===== config.mk =====
export PLATFORM = sky130hd
export DESIGN_NAME = debug_cmd_ctrl
export DESIGN_NICKNAME = d
export VERILOG_FILES = /design/src/rtl/debug_cmd_ctrl.sv
export SDC_FILE = /design/constraint.sdc
export NUM_CORES = 1
export LEC_CHECK = 0
export CORE_MARGIN = 2
export CORE_UTILIZATION = 40
export DETAILED_ROUTE_END_ITERATION = 12
export PLACE_DENSITY_LB_ADDON = 0.1
export SLEW_MARGIN = 20
export SYNTH_ARGS = -nofsm -noshare
export SYNTH_HDL_FRONTEND = slang
export SYNTH_SLANG_ARGS = --single-unit

===== constraint.sdc =====
create_clock -name iCE_CLK -period 3.6 [get_ports iCE_CLK]
set_input_delay 0.54 -clock iCE_CLK [delete_from_list [all_inputs] [get_ports iCE_CLK]]
set_output_delay 0.54 -clock iCE_CLK [all_outputs]
set_load 0.03 [all_outputs]

===== src/rtl/debug_cmd_ctrl.sv =====
// debug_cmd_ctrl: single-byte command sequencer for the UART debug link.
// Decodes received commands, returns one reply byte per command through the
// transmitter, owns the LED register and samples the probe port.
//
// state     | meaning
// ----------+--------------------------------------------------------------
// IDLE      | waiting for a command byte
// GET_ARG   | 'W' received, waiting for the argument byte or timeout
// SEND      | reply loaded in tx_byte, waiting for the transmitter to be free
// WAIT_ACC  | tx_start issued, waiting for tx_busy to rise
// WAIT_DONE | reply in flight, waiting for tx_busy to fall

module debug_cmd_ctrl #(
    parameter logic [7:0] ID_BYTE        = 8'hA5,
    parameter int         TIMEOUT_CYCLES = 12_000_000
) (
    input  logic       iCE_CLK,
    input  logic       RST_N,
    input  logic       rx_valid,
    input  logic [7:0] rx_byte,
    input  logic       tx_busy,
    output logic       tx_start,
    output logic [7:0] tx_byte,
    input  logic [7:0] probe_in,
    output logic [3:0] led,
    output logic       err_drop
);

    localparam int CNT_W = (TIMEOUT_CYCLES > 2) ? $clog2(TIMEOUT_CYCLES) : 1;
    localparam logic [CNT_W-1:0] CNT_LAST = CNT_W'(TIMEOUT_CYCLES - 1);

    localparam logic [7:0] CMD_P = 8'h50;
    localparam logic [7:0] CMD_R = 8'h52;
    localparam logic [7:0] CMD_I = 8'h49;
    localparam logic [7:0] CMD_W = 8'h57;
    localparam logic [7:0] ACK   = 8'h06;
    localparam logic [7:0] NAK   = 8'h15;

    typedef enum logic [2:0] {
        IDLE      = 3'd0,
        GET_ARG   = 3'd1,
        SEND      = 3'd2,
        WAIT_ACC  = 3'd3,
        WAIT_DONE = 3'd4
    } state_t;

    state_t           state_q, state_d;
    logic             tx_start_q, tx_start_d;
    logic [7:0]       tx_byte_q, tx_byte_d;
    logic [3:0]       led_q, led_d;
    logic             err_drop_q, err_drop_d;
    logic [CNT_W-1:0] cnt_q, cnt_d;
    logic [7:0]       probe_m_q, probe_s_q;

    // Next-state and output decode; outputs are registered so tx_start is glitch-free.
    always_comb begin
        state_d    = state_q;
        tx_start_d = 1'b0;
        tx_byte_d  = tx_byte_q;
        led_d      = led_q;
        err_drop_d = err_drop_q;
        cnt_d      = cnt_q;

        unique case (state_q)
            IDLE: begin
                if (rx_valid) begin
                    state_d = SEND;
                    unique case (rx_byte)
                        CMD_P:   tx_byte_d = probe_s_q;
                        CMD_R:   tx_byte_d = {4'h0, led_q};
                        CMD_I:   tx_byte_d = ID_BYTE;
                        CMD_W: begin
                            state_d = GET_ARG;
                            cnt_d   = '0;
                        end
                        default: tx_byte_d = NAK;
                    endcase
                end
            end
            GET_ARG: begin
                cnt_d = cnt_q + 1'b1;
                // An argument arriving in the terminal cycle still counts.
                if (rx_valid) begin
                    led_d     = rx_byte[3:0];
                    tx_byte_d = ACK;
                    state_d   = SEND;
                end else if (cnt_q == CNT_LAST) begin
                    tx_byte_d = NAK;
                    state_d   = SEND;
                end
            end
            SEND: begin
                if (!tx_busy) begin
                    tx_start_d = 1'b1;
                    state_d    = WAIT_ACC;
                end
            end
            WAIT_ACC: begin
                if (tx_busy) state_d = WAIT_DONE;
            end
            WAIT_DONE: begin
                if (!tx_busy) state_d = IDLE;
            end
            default: state_d = IDLE;
        endcase

        // No queueing: anything received while a reply is pending is lost.
        if (rx_valid && (state_q == SEND || state_q == WAIT_ACC || state_q == WAIT_DONE))
            err_drop_d = 1'b1;
    end

    // State, output and probe synchroniser registers.
    always_ff @(posedge iCE_CLK or negedge RST_N) begin
        if (!RST_N) begin
            state_q    <= IDLE;
            tx_start_q <= 1'b0;
            tx_byte_q  <= 8'h00;
            led_q      <= 4'h0;
            err_drop_q <= 1'b0;
            cnt_q      <= '0;
            probe_m_q  <= 8'h00;
            probe_s_q  <= 8'h00;
        end else begin
            state_q    <= state_d;
            tx_start_q <= tx_start_d;
            tx_byte_q  <= tx_byte_d;
            led_q      <= led_d;
            err_drop_q <= err_drop_d;
            cnt_q      <= cnt_d;
            probe_m_q  <= probe_in;
            probe_s_q  <= probe_m_q;
        end
    end

    assign tx_start = tx_start_q;
    assign tx_byte  = tx_byte_q;
    assign led      = led_q;
    assign err_drop = err_drop_q;

endmodule


==> metrics, run 1 <==
Die Ht=84.27 um; syn_area_per_cell=around 11 sq um; worst skew pair latency=between 0.3 and 0.4 ns; post-cts resize count=0; relative slew slack=0.6081; hold_buf cts=0; DRC Markers=0; Mapped Area=0.002577 sq mm; Internal Power=1.297 mW; max-slew violations=0; Ys Warns=0; Flop pwr share=0.431; Worst EP required=approximately 3.8 ns; clock root buffer=clkbuf_8; Design Power=just under 2 mW; WL final=5427 um; final hold vios=0; worst-path fanout max=24; Num Clock Sinks=57; Port Buf Inserts=33; Worst Path Arrival=2.55 ns; DIE WIDTH=about 84 um; GR peak layer=met1; gr usage total=0.1728; Detailed Routing Iterations Pass 1=4; RSZ-0062 raised after global routing=no; Startpoint Class=primary input; net switching power=0.6614 mW; cts bufs inserted=9; status=finished, final reports clean; Critical Path Sink Type=flip-flop; Peak Freq=between 0.4 and 0.5 GHz; H-tree Lvls=3; core box area=0.006277 sq mm; Setup CP Type=in2reg; clock transition at the registers of the reported paths=0.07 ns; Fillers=between 500 and 600; post-CTS setup buffers=0; Synth Instances=239; WL/cell=15.16 um; initial antenna violation count=0; endpoints failing setup=0; number of global-route vias before repair=1,861; Die ar.=between 0.007 and 0.008 sq mm; Antenna diodes=0; clock tree buffer depth=2; Peak VDD IR=roughly 0.3 mV; PD cells=approximately 610 mW/mm^2; ANT nets after route=0; GR Util met2=0.2359; HP Class=in2async; total of max-cap violations=0; Tmin final=about 2.3 ns; cell leakage power=1.296 nW; Via density=5.313; gpl congestion=0.7949; combinational power share=0.259; Synth Register Bits=between 50 and 60; Syn Nets=260; met3 Track Usage GR=0.05998; via count=1,902; Top Ports=34; skew final=0.006959 ns; share of layout cells above drive strength 1=0.1352; HPWL Detailed=3728 um; Rows=29; first-pass GRT wire length=9459 um; largest net degree at the start of global routing=26; Tcrit/Tclk final=0.6480; Least-Margin Pin Slew=0.5856 ns; Setup TNS Final=0 ns; met1 Resource Use GR=0.2508; grt total ovfl=0; TritonCTS clock tree=yes; Nets=297; Starting Density=0.4106; Seq/Total Area, Yosys=0.5534; clock share of power=0.310; area grow syn2layout=24.08%; Synth cell types=40; Switching Share=0.3378; DR iter-0 viols=99
-- Yosys cell counts --
| cell type | count | area (sq um) |
|---|---|---|
| mux2_2 | 13 | 146.4 |
| a32o_1 | 1 | 10.01 |
| a211oi_1 | 1 | 7.510 |
| or2_2 | 1 | 6.260 |
| nand3b_1 | 1 | 7.510 |
| clkbuf_1 | 10 | 37.54 |
| mux2i_1 | 4 | 40.04 |
| or4b_2 | 1 | 10.01 |
| nand2_1 | 18 | 67.56 |
| nor4_1 | 14 | 87.58 |
| dfrtp_1 | 57 | 1426 |
| a21oi_1 | 6 | 30.03 |
| ha_1 | 1 | 12.51 |
| buf_1 | 1 | 3.750 |
| nand2b_1 | 2 | 12.51 |
| nor2_1 | 26 | 97.59 |
| or3_1 | 2 | 12.51 |
| a21boi_0 | 1 | 7.510 |
| a22o_1 | 1 | 8.760 |
| nand4_1 | 6 | 37.54 |
| or4_1 | 1 | 7.510 |
| nor4bb_1 | 1 | 10.01 |
| nor3_4 | 1 | 16.27 |
| a41oi_1 | 1 | 8.760 |
| o31ai_1 | 1 | 7.510 |
| nand3_1 | 11 | 55.05 |
| o21a_1 | 1 | 7.510 |
| and4b_1 | 2 | 20.02 |
| o21bai_1 | 1 | 7.510 |
| xnor2_1 | 19 | 166.4 |
| nor4b_1 | 1 | 8.760 |
| a21o_1 | 2 | 15.01 |
| nor3b_1 | 4 | 30.03 |
| and3_1 | 5 | 31.28 |
| nor3_1 | 10 | 50.05 |
| a31oi_1 | 2 | 12.51 |
| and4_1 | 2 | 17.52 |
| inv_1 | 2 | 7.510 |
| o21ai_0 | 4 | 20.02 |
| o31a_1 | 1 | 8.760 |
-- cell families (layout without fill, tap and decap cells) --
logic type / Yosys count / in the layout / share of synthesized area
compound gates: 23 / 23 / 0.05874
simple gates: 109 / 109 / 0.2272
xor+xnor: 19 / 19 / 0.06456
mux: 17 / 17 / 0.07233
fa+ha+maj: 1 / 1 / 0.004854
flops: 57 / 57 / 0.5534
buf+inv: 13 / 55 / 0.01893
-- cell usage in the layout, fill, tap and decap left out, drive strengths merged, types with 2 or more instances in the layout --
master / instances
nand4: 6
nand2b: 2
nand3: 11
a31oi: 2
a21o: 2
and4b: 2
and4: 2
clkinvlp: 2
xnor2: 19
mux2i: 4
nand2: 18
inv: 2
clkdlybuf4s50: 32
clkinv: 3
buf: 5
nor2: 26
o21ai: 4
a21oi: 6
nor3b: 4
mux2: 13
dfrtp: 57
clkbuf: 10
and3: 5
nor4: 14
nor3: 11
or3: 2
-- area by class of cell --
class	count	area, sq um	share of cell area
flip-flops and latches	57	1426	0.4460
multi-input cells	169	1107	0.3462
repair buffers	37	355.3	0.1111
clock buffers	10	137.6	0.04304
well taps	77	96.34	0.03013
clock inverters	6	67.56	0.02113
inverters	2	7.507	0.002347
-- final timing paths --
path / cells after the start / slack, ns / to / startpoint
max: 7 / 1.27 / cnt_q[15] / rx_byte[1]
min in group iCE_CLK: 0 / 0.35 / probe_s_q[7] / probe_m_q[7]
max reg2reg: 5 / 1.29 / tx_byte[6] / state_q[0]
min: 1 / 0.18 / probe_m_q[6] / RST_N
min reg2reg: 0 / 0.35 / probe_s_q[7] / probe_m_q[7]
max in group asynchronous: 2 / 2.77 / cnt_q[12] / RST_N
-- worst max-delay path, stage by stage --
cell             delay [ns]
clkdlybuf4s50_1        0.75
and4b_1                0.30
a41oi_1                0.12
buf_4                  0.25
nor4_1                 0.38
xnor2_1                0.16
nor2_1                 0.05
-- flip-flops by register name, summed over array words and instances (netlist names) --
signal,flops
tx_start,1
tx_byte,8
led,4
state_q,3
cnt_q,24
probe_m_q,8
probe_s_q,8
err_drop,1
-- per-stage QoR --
step                      setup WS [ns]  std cells    util  hold slack (ns)  instance area (sq um)
final                             1.267        358  0.5095           0.1761                   3198
after global routing              1.101        358  0.5095           0.2158                   3198
after CTS                         1.263        358  0.5095           0.1990                   3198
after detailed placement         0.9229        342  0.4768           0.3347                   2993
after global placement           0.9070        342  0.4768           0.3327                   2993
after floorplan                   1.554        239       -           0.2444                   2577
-- per-layer routing --
metal  vias to the layer above  share of wire
met5                         -              0
met1                       917           0.51
met3                         8          0.060
met4                         0          0.016
met2                        44           0.42
li1                        933              -
-- power by group through the flow --
stage / logic [mW] / clock network [mW] / registers (mW)
after CTS: 0.512 / 0.624 / 0.845
after detailed placement: 0.510 / 0 / 0.857
final: 0.507 / 0.607 / 0.844
after global routing: 0.553 / 0.665 / 0.860
after global placement: 0.507 / 0 / 0.856
after floorplan: 0.271 / 0 / 0.891
Power figures use the tool's default switching activity.
==> inputs of run 2 (changes only) <==
clock period = 2.07 ns   (was 3.6 ns; I/O delays follow)
==> metrics, run 2 (synthesis gave the netlist of run 1 again) <==
share of layout cells above drive strength 1=0.2390 (+0.1038); endpoints failing setup=0 (unchanged); core box area=0.006277 sq mm (unchanged); max FFs per register=24 (unchanged); max-slew violations=0 (unchanged); hold_ws=0.3487 ns (+0.1726 ns); number of global-route vias before repair=2,055 (+10%); Met1 Wirelength=2780 um (+0.65%); r2r setup slk=0.12 ns (-1.17 ns); ANT nets after route=0 (unchanged); DRC Markers=0 (unchanged); Antenna diodes=0 (unchanged); Worst Path Arrival=2.17 ns (-0.38 ns); Worst EP required=2.29 ns (-1.53 ns); Rows=29 (unchanged); Port Buf Inserts=33 (unchanged); Via density=5.127 (-3.5%); first-pass GRT wire length=9708 um (+2.6%); grt total ovfl=0 (unchanged); combinational power share=0.318 (+0.059); RR Startpoint=cnt_q[10]; gpl congestion=0.7983 (+0.43%); initial antenna violation count=0 (unchanged); relative slew slack=0.7013 (+0.09313); RSZ-0062 raised after global routing=no; Num Clock Sinks=57 (unchanged); Detailed Routing Iterations Pass 1=4 (unchanged); cell leakage power=1.501 nW (+16%); Switching Share=0.3323 (-0.005467); final core utilization=0.5607 (+0.05123); clock root buffer=clkbuf_8; net switching power=1.201 mW (+82%); commonest cells after routing, fill and taps aside=dfrtp_1, buf_4, clkdlybuf4s50_1; worst skew pair latency=0.34 ns (about the same); min-delay src=probe_m_q[1]; Flop pwr share=0.380 (-0.051); Starting Density=0.4106 (unchanged); HPWL Detailed=4091 um (+9.7%); Setup CP Type=reg2reg; TritonCTS clock tree=yes; Least-Margin Pin Slew=0.4481 ns (-0.1375 ns); clock transition at the registers of the reported paths=0.07 ns (about the same); Internal Power=2.414 mW (+86%); DR iter-0 viols=53 (-46%); DIE WIDTH=84.27 um (unchanged); CP cell instances=or4_1 -> o31a_1 -> nor3_4 -> buf_12 -> mux2_2; Startpoint Class=flip-flop; clock share of power=0.301 (-0.009); status=finished, final reports clean; final hold vios=0 (unchanged); Tcrit/Tclk final=0.9404; total of max-cap violations=0 (unchanged); WL/cell=14.27 um (-5.9%); CP Launch Point=cnt_q[10]; highest routed layer=met4; WL final=5636 um (+3.9%); Hold EP=probe_s_q[1]; clock tree buffer depth=2 (unchanged); H-tree Lvls=3 (unchanged); Max stage delay on crit path=0.53 ns (-0.22 ns); Peak Freq=0.5137 GHz; skew final=0.005468 ns (-0.001492 ns); placed cells=375 (+9.6%); area grow syn2layout=36.55%; PD cells=1027 mW/mm^2 (+68%); worst r2r path cells=5 (unchanged); most common cell after layout, fill and taps aside=dfrtp_1; via count=2,025 (+6.5%); CP max-delay cell=or4_1; Nets=334 (+12%); Critical Path Sink Type=flip-flop; Peak VDD IR=0.5985 mV (+100%); Die ar.=0.007101 sq mm (unchanged); Hold Path Stages=0; Top Ports=34 (unchanged); Die Ht=84.27 um (unchanged); met2 WL=2515 um (+12%); routed wl met3=240 um (-26%); Reg with most FFs=cnt_q; cts bufs inserted=9 (unchanged); HP Class=reg2reg; non-filler instance count after layout=395 (+10%); gr usage total=0.1765 (+0.003708); Tmin final=1.947 ns; worst-path fanout max=8 (-67%); Design Power=3.615 mW (+85%); largest net degree at the start of global routing=37 (+42%); FF-to-FF End=tx_byte[7]
-- run 2: per-stage QoR --
| step | TNS, ns | worst slack (ns) | area [sq um] |
|---|---|---|---|
| 4_1_cts | 0 | 0.01541 | 3493 |
| 3_3_place_gp | -1.697 | -0.1640 | 3253 |
| 6_report | 0 | 0.1234 | 3520 |
| 3_5_place_dp | -1.961 | -0.1574 | 3253 |
| 5_1_grt | 0 | 0.03235 | 3520 |
| 2_1_floorplan | 0 | 0.02360 | 2577 |
-- run 2: how the worst max path moves through the flow --
stage / end / slack (ns) / cells past startpoint
floorplan: tx_byte[0] / 0.02 / 4
global placement: tx_byte[6] / -0.16 / 7
detailed placement: tx_byte[6] / -0.16 / 7
CTS: tx_byte[3] / 0.02 / 5
global route: tx_byte[6] / 0.03 / 6
finish: tx_byte[7] / 0.12 / 5
-- run 2: routing by layer --
| layer | up-vias | track usage |
|---|---|---|
| met2 | 40 | 0.2597 |
| met5 | - | 0 |
| li1 | 1006 | - |
| met3 | 9 | 0.07080 |
| met4 | 0 | 0.05865 |
| met1 | 970 | 0.2389 |
-- run 2: final cells by class --
cell class,count,area (sq um)
Clock inverter,6,72.57
Sequential cell,57,1426
Tap cell,77,96.34
Inverter,2,7.507
Clock buffer,10,137.6
Multi-Input combinational cell,169,1119
Timing Repair Buffer,74,660.6
Fill cell,561,2758
-- run 2: worst max-delay path, delay by kind of cell, from the launching register on --
| family | cells | cell delay [ns] |
|---|---|---|
| and+or+nand+nor | 2 | 0.69 |
| DFF | 1 | 0.38 |
| muxes | 1 | 0.32 |
| AOI/OAI and AO/OA | 1 | 0.30 |
| buffers and inverters | 1 | 0.15 |
-- run 2: timing repair --
item,in CTS,in global routing
pin swaps,1,4
hold buffers,1,0
gates resized for setup,0,2
setup buffers,1,2
setup endpoints to repair,8,8
hold endpoints to repair,21,0
-- run 2: power by group through the flow --
stage | logic [mW] | registers [mW] | clock network, mW
3_5_place_dp | 1.13 | 1.40 | 0
2_1_floorplan | 0.472 | 1.55 | 0
4_1_cts | 1.16 | 1.38 | 1.13
3_3_place_gp | 1.12 | 1.39 | 0
6_report | 1.15 | 1.38 | 1.09
5_1_grt | 1.25 | 1.40 | 1.18
